===== src/rtl/alu32_pkg.sv =====
// Shared op codes, FSM state encoding and defaults for the ALU32 logic-unit issue block.
package alu32_pkg;

   typedef enum logic [1:0] {
      LOGIC_AND = 2'b00,
      LOGIC_OR  = 2'b01,
      LOGIC_XOR = 2'b10,
      LOGIC_NOR = 2'b11
   } logic_op_t;

   typedef enum logic [1:0] {
      IDLE = 2'b00,
      BUSY = 2'b01,
      DONE = 2'b10
   } state_t;

   localparam int DEFAULT_SETTLE_CYCLES = 1;

   // Enable vector is ordered {nor, xor, or, and}, so the bit index equals the op code.
   function automatic logic [3:0] op_onehot(logic_op_t op);
      return 4'b0001 << op;
   endfunction

endpackage


===== src/rtl/alu32_logic_issue_if.sv =====
// Request/response handshakes plus the operand/enable/return bus to the logic-unit array.
interface alu32_logic_issue_if #(
   parameter int WIDTH = 32
);
   logic             ReqValid;
   logic             ReqReady;
   logic [1:0]       ReqOp;
   logic [WIDTH-1:0] ReqA;
   logic [WIDTH-1:0] ReqB;

   logic [WIDTH-1:0] UnitIn1;
   logic [WIDTH-1:0] UnitIn2;
   logic             EnAnd;
   logic             EnOr;
   logic             EnXor;
   logic             EnNor;
   logic [WIDTH-1:0] RetAnd;
   logic [WIDTH-1:0] RetOr;
   logic [WIDTH-1:0] RetXor;
   logic [WIDTH-1:0] RetNor;

   logic             RespValid;
   logic             RespReady;
   logic [WIDTH-1:0] Result;
   logic             Zero;

   // Environment side: requester, consumer and the logic units themselves.
   modport master (
      output ReqValid, ReqOp, ReqA, ReqB, RespReady,
      output RetAnd, RetOr, RetXor, RetNor,
      input  ReqReady, RespValid, Result, Zero,
      input  UnitIn1, UnitIn2, EnAnd, EnOr, EnXor, EnNor
   );

   modport slave (
      input  ReqValid, ReqOp, ReqA, ReqB, RespReady,
      input  RetAnd, RetOr, RetXor, RetNor,
      output ReqReady, RespValid, Result, Zero,
      output UnitIn1, UnitIn2, EnAnd, EnOr, EnXor, EnNor
   );

endinterface


===== src/rtl/alu32_logic_issue.sv =====
// Sequential initiator: accepts one logic request, enables one unit for a fixed settle
// time, captures its result and zero flag, and returns them over the response handshake.
module alu32_logic_issue
   import alu32_pkg::*;
#(
   parameter int WIDTH         = 32,
   parameter int SETTLE_CYCLES = DEFAULT_SETTLE_CYCLES
) (
   input logic                Clk,
   input logic                Reset,
   alu32_logic_issue_if.slave bus
);

   state_t           state;
   logic_op_t        op_q;
   logic [3:0]       cnt;
   logic [3:0]       en_next;
   logic [WIDTH-1:0] sel_ret;

   assign bus.ReqReady = (state == IDLE) && !Reset;

   always_comb begin
      en_next = op_onehot(logic_op_t'(bus.ReqOp));
   end

   // NOTE: every variable written in always_comb gets a default first, so no path infers a latch.
   always_comb begin
      sel_ret = '0;
      unique case (op_q)
         LOGIC_AND: sel_ret = bus.RetAnd;
         LOGIC_OR:  sel_ret = bus.RetOr;
         LOGIC_XOR: sel_ret = bus.RetXor;
         LOGIC_NOR: sel_ret = bus.RetNor;
      endcase
   end

   // NOTE: state and registered outputs use non-blocking assignments so every update sees pre-edge values.
   always_ff @(posedge Clk) begin
      if (Reset) begin
         state         <= IDLE;
         op_q          <= LOGIC_AND;
         cnt           <= '0;
         bus.UnitIn1   <= '0;
         bus.UnitIn2   <= '0;
         {bus.EnNor, bus.EnXor, bus.EnOr, bus.EnAnd} <= '0;
         bus.RespValid <= 1'b0;
         bus.Result    <= '0;
         bus.Zero      <= 1'b0;
      end else begin
         unique case (state)
            IDLE: begin
               // ReqReady is high whenever we are here out of reset.
               if (bus.ReqValid) begin
                  op_q        <= logic_op_t'(bus.ReqOp);
                  cnt         <= 4'(SETTLE_CYCLES);
                  bus.UnitIn1 <= bus.ReqA;
                  bus.UnitIn2 <= bus.ReqB;
                  {bus.EnNor, bus.EnXor, bus.EnOr, bus.EnAnd} <= en_next;
                  state       <= BUSY;
               end
            end
            BUSY: begin
               cnt <= cnt - 4'd1;
               if (cnt == 4'd1) begin
                  bus.Result    <= sel_ret;
                  bus.Zero      <= (sel_ret == '0);
                  bus.UnitIn1   <= '0;
                  bus.UnitIn2   <= '0;
                  {bus.EnNor, bus.EnXor, bus.EnOr, bus.EnAnd} <= '0;
                  bus.RespValid <= 1'b1;
                  state         <= DONE;
               end
            end
            DONE: begin
               if (bus.RespReady) begin
                  bus.RespValid <= 1'b0;
                  state         <= IDLE;
               end
            end
            default: state <= IDLE;
         endcase
      end
   end

endmodule


===== src/flat_wrapper.sv =====
// flat-port wrapper written by rule: the top's interface ports become plain ports
module alu32_logic_issue_flat import alu32_pkg::*;
#(
   parameter int WIDTH         = 32,
   parameter int SETTLE_CYCLES = DEFAULT_SETTLE_CYCLES
)
  (Clk, Reset, bus_ReqValid, bus_ReqOp, bus_ReqA, bus_ReqB, bus_RespReady, bus_RetAnd, bus_RetOr, bus_RetXor, bus_RetNor, bus_ReqReady, bus_RespValid, bus_Result, bus_Zero, bus_UnitIn1, bus_UnitIn2, bus_EnAnd, bus_EnOr, bus_EnXor, bus_EnNor);
  alu32_logic_issue_if #(.WIDTH(WIDTH)) bus_i ();
  input logic Clk;
  input logic Reset;
  input wire logic [$bits(bus_i.ReqValid)-1:0] bus_ReqValid;
  input wire logic [$bits(bus_i.ReqOp)-1:0] bus_ReqOp;
  input wire logic [$bits(bus_i.ReqA)-1:0] bus_ReqA;
  input wire logic [$bits(bus_i.ReqB)-1:0] bus_ReqB;
  input wire logic [$bits(bus_i.RespReady)-1:0] bus_RespReady;
  input wire logic [$bits(bus_i.RetAnd)-1:0] bus_RetAnd;
  input wire logic [$bits(bus_i.RetOr)-1:0] bus_RetOr;
  input wire logic [$bits(bus_i.RetXor)-1:0] bus_RetXor;
  input wire logic [$bits(bus_i.RetNor)-1:0] bus_RetNor;
  output wire logic [$bits(bus_i.ReqReady)-1:0] bus_ReqReady;
  output wire logic [$bits(bus_i.RespValid)-1:0] bus_RespValid;
  output wire logic [$bits(bus_i.Result)-1:0] bus_Result;
  output wire logic [$bits(bus_i.Zero)-1:0] bus_Zero;
  output wire logic [$bits(bus_i.UnitIn1)-1:0] bus_UnitIn1;
  output wire logic [$bits(bus_i.UnitIn2)-1:0] bus_UnitIn2;
  output wire logic [$bits(bus_i.EnAnd)-1:0] bus_EnAnd;
  output wire logic [$bits(bus_i.EnOr)-1:0] bus_EnOr;
  output wire logic [$bits(bus_i.EnXor)-1:0] bus_EnXor;
  output wire logic [$bits(bus_i.EnNor)-1:0] bus_EnNor;
  assign bus_i.ReqValid = bus_ReqValid;
  assign bus_i.ReqOp = bus_ReqOp;
  assign bus_i.ReqA = bus_ReqA;
  assign bus_i.ReqB = bus_ReqB;
  assign bus_i.RespReady = bus_RespReady;
  assign bus_i.RetAnd = bus_RetAnd;
  assign bus_i.RetOr = bus_RetOr;
  assign bus_i.RetXor = bus_RetXor;
  assign bus_i.RetNor = bus_RetNor;
  assign bus_ReqReady = bus_i.ReqReady;
  assign bus_RespValid = bus_i.RespValid;
  assign bus_Result = bus_i.Result;
  assign bus_Zero = bus_i.Zero;
  assign bus_UnitIn1 = bus_i.UnitIn1;
  assign bus_UnitIn2 = bus_i.UnitIn2;
  assign bus_EnAnd = bus_i.EnAnd;
  assign bus_EnOr = bus_i.EnOr;
  assign bus_EnXor = bus_i.EnXor;
  assign bus_EnNor = bus_i.EnNor;
  alu32_logic_issue #(.WIDTH(WIDTH), .SETTLE_CYCLES(SETTLE_CYCLES)) u_core (.Clk(Clk), .Reset(Reset), .bus(bus_i));
endmodule

===== config.mk =====
export PLATFORM = sky130hd
export DESIGN_NAME = alu32_logic_issue_flat
export DESIGN_NICKNAME = d
export VERILOG_FILES = /design/src/rtl/alu32_pkg.sv /design/src/rtl/alu32_logic_issue_if.sv /design/src/rtl/alu32_logic_issue.sv /design/src/flat_wrapper.sv
export SDC_FILE = /design/constraint.sdc
export NUM_CORES = 1
export LEC_CHECK = 0
export CAP_MARGIN = 5
export CORE_ASPECT_RATIO = 0.7
export CORE_UTILIZATION = 37
export CTS_CLUSTER_SIZE = 28
export DETAILED_ROUTE_END_ITERATION = 8
export HOLD_SLACK_MARGIN = 0.02
export PLACE_DENSITY = 0.81
export SLEW_MARGIN = 5
export SYNTH_ARGS = -nofsm -noshare
export SYNTH_HDL_FRONTEND = slang
export SYNTH_SLANG_ARGS = --single-unit

===== constraint.sdc =====
create_clock -name Clk -period 3 [get_ports Clk]
set_input_delay 0.6 -clock Clk [delete_from_list [all_inputs] [get_ports Clk]]
set_output_delay 0.6 -clock Clk [all_outputs]
set_load 0.01 [all_outputs]

==> run summary, run 1 <==
Tcrit/Tclk final -> 0.821
CTS resizes -> 0
Critical Path RT -> 3.25 ns
Clk pwr share -> 0.322
Root buf cell -> clkbuf_16
Multi-input gate area -> 2400 sq um
RSZ-0062 raised after global routing -> no
Predominant post-synthesis flop cell -> dfxtp_1
FFs w/ async S/R, synth -> 0
Synthesized cell area -> 4790 sq um
Worst Setup End Kind -> flip-flop
Leak -> 2.83 nW
Post-Synthesis Cells -> 545
Status -> finished clean
Seq cells post-synth -> 110
Commonest non-fill, non-tap cell in the layout -> clkdlybuf4s50_1
CP startpoint kind -> flip-flop
H-tree Lvls -> 3
Layout Nets -> 1013
TritonRoute pass-1 iters -> 4
Setup violations, final -> 0
Post-DRT Antenna Nets -> 0
Worst-margin pin slew -> 0.829 ns
Initial Utilization -> 0.383
Flop pwr share -> 0.430
Grt ovf -> 0
Initial antenna violation count -> 0
DIE HEIGHT -> 97.2 um
Worst hold stages -> 2
CTS Hold Bufs -> 0
Clock Latency Late Sink -> 0.34 ns
Vias in the first global route -> 5105
Register area -> 2200 sq um
Worst hold margin -> 0.456 ns
CORE AREA -> 12500 sq um
Crit-path max FO -> 27
Max incr delay on CP -> 0.59 ns
Finished Layout Cells -> 979
TNS Setup -> 0 ns
Power Internal -> 0.00277 W
Max_slew headroom -> 0.447
Die area -> 13400 sq um
First-pass GRT wire length -> 25.7 mm
Fillcell total -> 981
DR WL/cell -> 16.8 um
Crit path cell chain -> buf_12, mux4_2, nor4_1, nand4_1, o31ai_2
FP Rows -> 34
Clock Tree Buf Depth -> 2
Net Count, Synth -> 745
CTS tree -> built
Layout overhead on the synthesized area -> 71.3%
Largest net degree at the start of global routing -> 82
Synthesis Warnings -> 0
DP Cell Count -> 964
Detailed Route Iter0 Violations -> 245
Combinational power share -> 0.249
WP buf/inv -> 1
Largest delay contributor family on the critical path -> simple AND/OR/NAND/NOR gates
Clk sinks -> 110
Slew Viols, Final -> 0
Seq/Total Area, Yosys -> 0.460
Worst VDD drop -> 0.000276 V
P per Cell Area -> 458 nW/um^2
Layout cells sized above 1 -> 0.0771
Post-synth EDFFs -> 0
Number of library cell types mapped by synthesis -> 28
Crit path arrival time -> 2.72 ns
Chip width -> 138 um
Sw Ratio -> 0.263
Max cap viols -> 0
Commonest non-fill, non-tap cells in the layout -> clkdlybuf4s50_1, nand2_1, dfxtp_1
Hold WC Path Type -> reg2reg
Setup Buffers After CTS -> 0
GRT Total Usage -> 0.249
Routed vias -> 5068
Reg clk slew, reported paths -> 0.07 ns
Syn_area_per_cell -> 8.79 sq um
# diodes -> 0
CTS Buf Count -> 9
Crit Path Class -> reg2reg
Routed WL -> 16.4 mm
F_max -> 0.406 GHz
HPWL after DPL -> 12.7 mm
Via-to-Cell Ratio -> 5.18
Input/output buffers -> 300
Fin crit period -> 2.46 ns
DRC -> 0
Power, Total -> 0.00376 W
Critical-path top delay cell -> mux4_2
I/O pin total -> 301
Final Hold Viols -> 0
Switch Pwr -> 0.000988 W
Placer Congestion -> 0.914
Critical Path Stages -> 5
Worst Reg-to-Reg Cells -> 5
Clock Skew -> 0.00708 ns
==> final cells by class <==
class,count,share of cell area
repair buffers,307,0.377
clock buffers,10,0.0291
multi-input cells,383,0.292
well taps,162,0.0247
inverters,2,0.000915
flip-flops and latches,110,0.268
clock inverters,5,0.00808
==> power by group through the flow <==
stage / sequential, W / combinational [W] / clock (W)
4_1_cts: 0.00162 / 0.000939 / 0.00123
2_1_floorplan: 0.00168 / 0.000369 / 0
3_5_place_dp: 0.00165 / 0.000935 / 0
6_report: 0.00162 / 0.000935 / 0.00121
5_1_grt: 0.00163 / 0.00101 / 0.00130
3_3_place_gp: 0.00164 / 0.000915 / 0
==> through the flow <==
| step | util | area, sq um | worst slack, ns |
|---|---|---|---|
| 2_1_floorplan | - | 4790 | 0.736 |
| 5_1_grt | 0.656 | 8210 | 0.472 |
| 6_report | 0.656 | 8210 | 0.536 |
| 3_5_place_dp | 0.632 | 7900 | 0.274 |
| 4_1_cts | 0.656 | 8210 | 0.546 |
| 3_3_place_gp | 0.632 | 7900 | 0.343 |
==> sequential cells by signal (all words and copies together), names as in the netlist <==
| register | flops |
|---|---|
| u_core.bus.EnOr | 1 |
| u_core.bus.EnNor | 1 |
| u_core.cnt | 4 |
| u_core.bus.UnitIn1 | 32 |
| u_core.bus.Zero | 1 |
| u_core.bus.RespValid | 1 |
| u_core.op_q | 2 |
| u_core.bus.UnitIn2 | 32 |
| u_core.bus.EnAnd | 1 |
| u_core.bus.Result | 32 |
| u_core.state | 2 |
| u_core.bus.EnXor | 1 |
==> synth_stat cells (all sizes together), types with 4 or more instances <==
| library cell | instances | area, sq um |
|---|---|---|
| nand2 | 136 | 510 |
| dfxtp | 110 | 2200 |
| a21oi | 104 | 521 |
| nand3 | 68 | 340 |
| clkbuf | 46 | 173 |
| mux4 | 32 | 721 |
| nor2 | 8 | 30.0 |
| nor4 | 8 | 50.1 |
| buf | 4 | 25.0 |
| nor3 | 4 | 20.0 |
==> cell families after synthesis <==
group | share of synthesized area
AND/OR/NAND/NOR | 0.220
flip-flops | 0.460
AO/OA/AOI/OAI | 0.117
buffers and inverters | 0.0428
multiplexers | 0.153
adder cells (fa/ha/maj) | 0.00522
XOR/XNOR | 0.00183
==> worst reg2reg max path, stage by stage, from the launching register on <==
cell     delay (ns)
dfxtp_2        0.48
buf_12         0.27
mux4_2         0.60
nor4_1         0.45
nand4_1        0.30
o31ai_2        0.28
==> path summary, 6_finish.rpt <==
kind	startpoint	end	slack, ns
setup / recovery	u_core.op_q[0]	u_core.bus.Zero	0.54
hold / removal	u_core.bus.Result[0]	u_core.bus.Result[0]	0.46
setup reg to reg	u_core.op_q[0]	u_core.bus.Zero	0.54
hold reg to reg	u_core.bus.Result[0]	u_core.bus.Result[0]	0.46
==> layer usage <==
metal / share of wire / track usage / wire [um] / up-vias
li1: - / - / - / 2449
met1: 0.39 / 0.281 / 6410 / 2377
met2: 0.50 / 0.439 / 8210 / 219
met3: 0.093 / 0.0887 / 1530 / 23
met4: 0.015 / 0.0677 / 246 / 0
met5: 0 / 0 / 0 / -
Power figures use the tool's default switching activity.
==> run 2, diff against run 1 <==
Clock period 3 ns to 2.4 ns, I/O delays scaled along.
==> run 2 against run 1 <==
- fmax increased by 3.2%
- combinational power increased by 28%
- utilization increased by 0.41 points
- non-clock buffer count increased by 6
- sequential share of layout area decreased by 0.14 points
- design area increased by 0.63%
- first-iteration DRC count increased by 4.1%
- via count increased by 2.6%
- critical path depth unchanged
- clock skew increased by 0.00079 ns
- clock power increased by 17%
- global-route usage increased by 1.1 points
- critical endpoint unchanged
- largest power group unchanged
==> run summary, run 2 (synthesis results as in run 1) <==
Leak -> 2.86 nW
Sw Ratio -> 0.275
Final design instance area without fill -> 8260 sq um
Max_slew headroom -> 0.609
Worst Reg-to-Reg Cells -> 5
Worst-margin pin slew -> 0.586 ns
Worst hold stages -> 2
I/O pin total -> 301
Layout cells sized above 1 -> 0.0862
RSZ-0062 raised after global routing -> no
F_max -> 0.419 GHz
Largest net degree at the start of global routing -> 67
Crit Path Class -> reg2reg
Fin crit period -> 2.39 ns
Clock Skew -> 0.00787 ns
Fillcell total -> 1005
Crit path arrival time -> 2.65 ns
Vias in the first global route -> 5273
Multi-input gate area -> 2410 sq um
Die area -> 13400 sq um
Combinational power share -> 0.258
Final Hold Viols -> 0
GRT Total Usage -> 0.260
Setup violations, final -> 0
Register area -> 2210 sq um
Routed WL -> 17.1 mm
Worst Setup End Kind -> flip-flop
Input/output buffers -> 300
Critical-path top delay cell -> mux4_2
CP startpoint kind -> flip-flop
Root buf cell -> clkbuf_16
FP Rows -> 34
Power Internal -> 0.00336 W
Hold WC Path Type -> reg2reg
Fin util -> 0.660
DIE HEIGHT -> 97.2 um
Largest regs -> u_core.bus.Result: 32 flops, u_core.bus.UnitIn1: 32 flops, u_core.bus.UnitIn2: 32 flops
Reg clk slew, reported paths -> 0.08 ns
Clock Latency Late Sink -> 0.34 ns
P per Cell Area -> 561 nW/um^2
Status -> finished clean
CTS Buf Count -> 9
HPWL after DPL -> 13.3 mm
Clk pwr share -> 0.305
DRC -> 0
Placer Congestion -> 0.920
Clk sinks -> 110
Grt ovf -> 0
CORE AREA -> 12500 sq um
TritonRoute pass-1 iters -> 5
DP Area -> 7960 sq um
Finished Layout Cells -> 986
Max incr delay on CP -> 0.57 ns
Chip width -> 138 um
First-pass GRT wire length -> 26.8 mm
Critical Path RT -> 2.66 ns
Crit path cell chain -> buf_12, mux4_2, nor4_1, nand4_1, o31ai_2
Slew Viols, Final -> 0
Clock Tree Buf Depth -> 2
Commonest non-fill, non-tap cells in the layout -> clkdlybuf4s50_1, nand2_1, dfxtp_1
Routed vias -> 5202
Layout overhead on the synthesized area -> 72.4%
Via-to-Cell Ratio -> 5.28
Worst VDD drop -> 0.000355 V
Detailed Route Iter0 Violations -> 255
Power, Total -> 0.00463 W
Tcrit/Tclk final -> 0.995
Switch Pwr -> 0.00127 W
Crit-path max FO -> 23
H-tree Lvls -> 3
Post-DRT Antenna Nets -> 0
Flop pwr share -> 0.437
# diodes -> 0
Setup Buffers After CTS -> 0
Commonest non-fill, non-tap cell in the layout -> clkdlybuf4s50_1
Layout Nets -> 1019
Initial Utilization -> 0.383
DP Cell Count -> 970
Initial antenna violation count -> 0
CTS tree -> built
Max cap viols -> 0
DR WL/cell -> 17.4 um
## run 2: area by class of cell
type                       instances  area share
multi-input combinational        383       0.292
clock inverter                     6     0.00667
tap                              162      0.0245
timing repair buffer             313       0.381
clock buffer                      10      0.0277
inverter                           2    0.000909
sequential                       110       0.267
## run 2: power by group through the flow
stage	logic [W]	registers, W	clock network (W)
2_1_floorplan	0.000461	0.00210	0
3_3_place_gp	0.00116	0.00206	0
3_5_place_dp	0.00119	0.00207	0
4_1_cts	0.00120	0.00202	0.00145
5_1_grt	0.00129	0.00204	0.00154
6_report	0.00120	0.00202	0.00141
## run 2: per-layer routing
metal,part of all wire,track usage,vias up
met4,0.024,0.0836,0
li1,-,-,2461
met5,0,0,-
met3,0.078,0.0725,32
met2,0.51,0.455,227
met1,0.39,0.304,2482
## run 2: repair_timing
| item | in CTS | in global routing |
|---|---|---|
| setup endpoints to repair | 1 | 1 |
| hold buffers | 0 | 0 |
| gates resized for setup | 2 | 1 |
| gates cloned | 0 | 0 |
| pin swaps | 0 | 0 |
## run 2: final timing paths
kind	start	end	slack, ns
max reg2reg	u_core.op_q[0]	u_core.bus.Zero	0.01
min reg2reg	u_core.bus.Result[31]	u_core.bus.Result[31]	0.45
max	u_core.op_q[0]	u_core.bus.Zero	0.01
min	u_core.bus.Result[31]	u_core.bus.Result[31]	0.45
## run 2: stage by stage
step	hold WS, ns	setup WS, ns	TNS (ns)
finish	0.453	0.0126	0
global route	0.474	0.0226	0
CTS	0.456	0.0304	0
detailed placement	0.446	-0.225	-0.225
global placement	0.444	-0.138	-0.138
floorplan	0.481	0.136	0
## run 2: worst max-delay path, delay by kind of cell, from the launching register on
family | cells | cell delay (ns)
buffers and inverters | 1 | 0.24
multiplexers | 1 | 0.57
AO/OA/AOI/OAI | 1 | 0.27
AND/OR/NAND/NOR | 2 | 0.74
flip-flops | 1 | 0.46
==> run 3, diff against run 2 <==
Settings changed: CORE_ASPECT_RATIO 0.7 to default.
==> run 3 against run 2 <==
- combinational power barely moved
- utilization fell by 0.48 points
- sequential cell count did not move
- die area barely moved
- largest power group unchanged
- critical path depth did not move
- worst setup slack improved by 0.12 ns
- power rose by 1.9%
- highest routed layer unchanged
- first-iteration DRC count fell by 0.39%
- clock power rose by 8%
- design area rose by 0.17%
- critical endpoint unchanged
- critical path type is now in2reg
==> run summary, run 3 (synthesis results as in run 1) <==
Setup violations, final -> 0
Largest regs -> u_core.bus.Result: 32 flops, u_core.bus.UnitIn1: 32 flops, u_core.bus.UnitIn2: 32 flops
Clock Tree Buf Depth -> 2
Slew Viols, Final -> 0
FP Rows -> 41
TritonRoute pass-1 iters -> 4
Reg clk slew, reported paths -> 0.07 ns
Crit path arrival time -> 2.53 ns
Crit Path Class -> in2reg
H-tree Lvls -> 3
First-pass GRT wire length -> 26.6 mm
P per Cell Area -> 571 nW/um^2
Worst VDD drop -> 0.000382 V
DP Cell Count -> 982
Flop pwr share -> 0.428
CTS Buf Count -> 9
Sw Ratio -> 0.268
DR WL/cell -> 17.5 um
Chip width -> 116 um
Routed vias -> 5203
Max_slew headroom -> 0.621
Status -> finished clean
Grt met1 use -> 0.301
Grt ovf -> 0
Commonest non-fill, non-tap cells in the layout -> clkdlybuf4s50_1, nand2_1, dfxtp_1
DP Area -> 7960 sq um
Clk pwr share -> 0.321
Worst hold margin -> 0.457 ns
Max incr delay on CP -> 0.55 ns
Switch Pwr -> 0.00127 W
Commonest non-fill, non-tap cell in the layout -> clkdlybuf4s50_1
Via-to-Cell Ratio -> 5.21
Critical Path RT -> 2.66 ns
Clock Skew -> 0.00998 ns
Fillcell total -> 1035
Input/output buffers -> 300
HPWL after DPL -> 13.7 mm
Initial Utilization -> 0.380
Post-DRT Antenna Nets -> 0
I/O pin total -> 301
Layout overhead on the synthesized area -> 72.7%
Clock Latency Late Sink -> 0.34 ns
CTS tree -> built
DRC -> 0
Most used cell, CP -> or4_1
Tcrit/Tclk final -> 0.945
Final design instance area without fill -> 8270 sq um
Detailed Route Iter0 Violations -> 254
Root buf cell -> clkbuf_16
Crit-path max FO -> 2
RSZ-0062 raised after global routing -> no
Crit path cell chain -> clkdlybuf4s50_1, mux4_2, or4_1, or4_1, o31ai_2
Finished Layout Cells -> 998
Power, Total -> 0.00472 W
Met3 usage -> 0.0659
CORE AREA -> 12600 sq um
CP startpoint kind -> input port
F_max -> 0.441 GHz
Hold WC Path Type -> reg2reg
Die area -> 13400 sq um
GR peak layer -> met2
Routed WL -> 17.5 mm
R2R setup slack -> 0.16 ns
Vias in the first global route -> 5239
Worst Setup End Kind -> flip-flop
Placer Congestion -> 0.948
Worst-margin pin slew -> 0.568 ns
Power Internal -> 0.00346 W
GRT Total Usage -> 0.262
Combinational power share -> 0.251
Critical-path top delay cell -> or4_1
Leak -> 2.88 nW
Layout Nets -> 1021
Final Hold Viols -> 0
Met2 Usage GRT -> 0.467
Layout cells sized above 1 -> 0.0872
Largest net degree at the start of global routing -> 112
Clk sinks -> 110
Max cap viols -> 0
# diodes -> 0
Fin crit period -> 2.27 ns
Fin util -> 0.655
DIE HEIGHT -> 116 um
Initial antenna violation count -> 0
[run 3: final cells by class]
cell class | instances | area [sq um] | share of cell area
clock inverters | 7 | 81.3 | 0.00983
inverters | 2 | 7.51 | 0.000908
flip-flops and latches | 110 | 2200 | 0.266
repair buffers | 315 | 3140 | 0.380
multi-input cells | 383 | 2400 | 0.290
well taps | 172 | 215 | 0.0260
clock buffers | 9 | 225 | 0.0272
[run 3: layer usage]
metal	share of wire	vias up
li1	-	2474
met1	0.38	2458
met2	0.52	228
met3	0.070	43
met4	0.035	0
met5	0	-
[run 3: power by group through the flow]
stage	Combinational, W	Sequential, W	Clock (W)
after floorplan	0.000461	0.00210	0
after global placement	0.00116	0.00205	0
after detailed placement	0.00119	0.00206	0
after CTS	0.00119	0.00202	0.00155
after global routing	0.00128	0.00203	0.00163
final	0.00119	0.00202	0.00152
[run 3: worst paths after layout]
| check | start | cells past startpoint | to |
|---|---|---|---|
| worst max-delay path | bus_RetNor[10] | 5 | u_core.bus.Zero |
| worst min-delay path | u_core.bus.Result[28] | 2 | u_core.bus.Result[28] |
| worst max register to register | u_core.op_q[0] | 4 | u_core.bus.Zero |
| worst min register to register | u_core.bus.Result[28] | 2 | u_core.bus.Result[28] |
[run 3: metrics by stage]
| step | setup TNS (ns) | setup slack, ns |
|---|---|---|
| floorplan | 0 | 0.136 |
| global placement | -0.163 | -0.163 |
| detailed placement | -0.204 | -0.204 |
| CTS | 0 | 0.118 |
| global route | 0 | 0.00439 |
| finish | 0 | 0.131 |
[run 3: repair_timing]
item	CTS	global route
setup buffers	0	0
resized for setup	0	1
hold buffers	0	0
setup endpoints to repair	0	1
[run 3: worst max-delay path, delay by kind of cell]
family	cells	cell delay (ns)
AO/OA/AOI/OAI	1	0.18
buffers and inverters	1	0.40
multiplexers	1	0.49
AND/OR/NAND/NOR	2	0.98
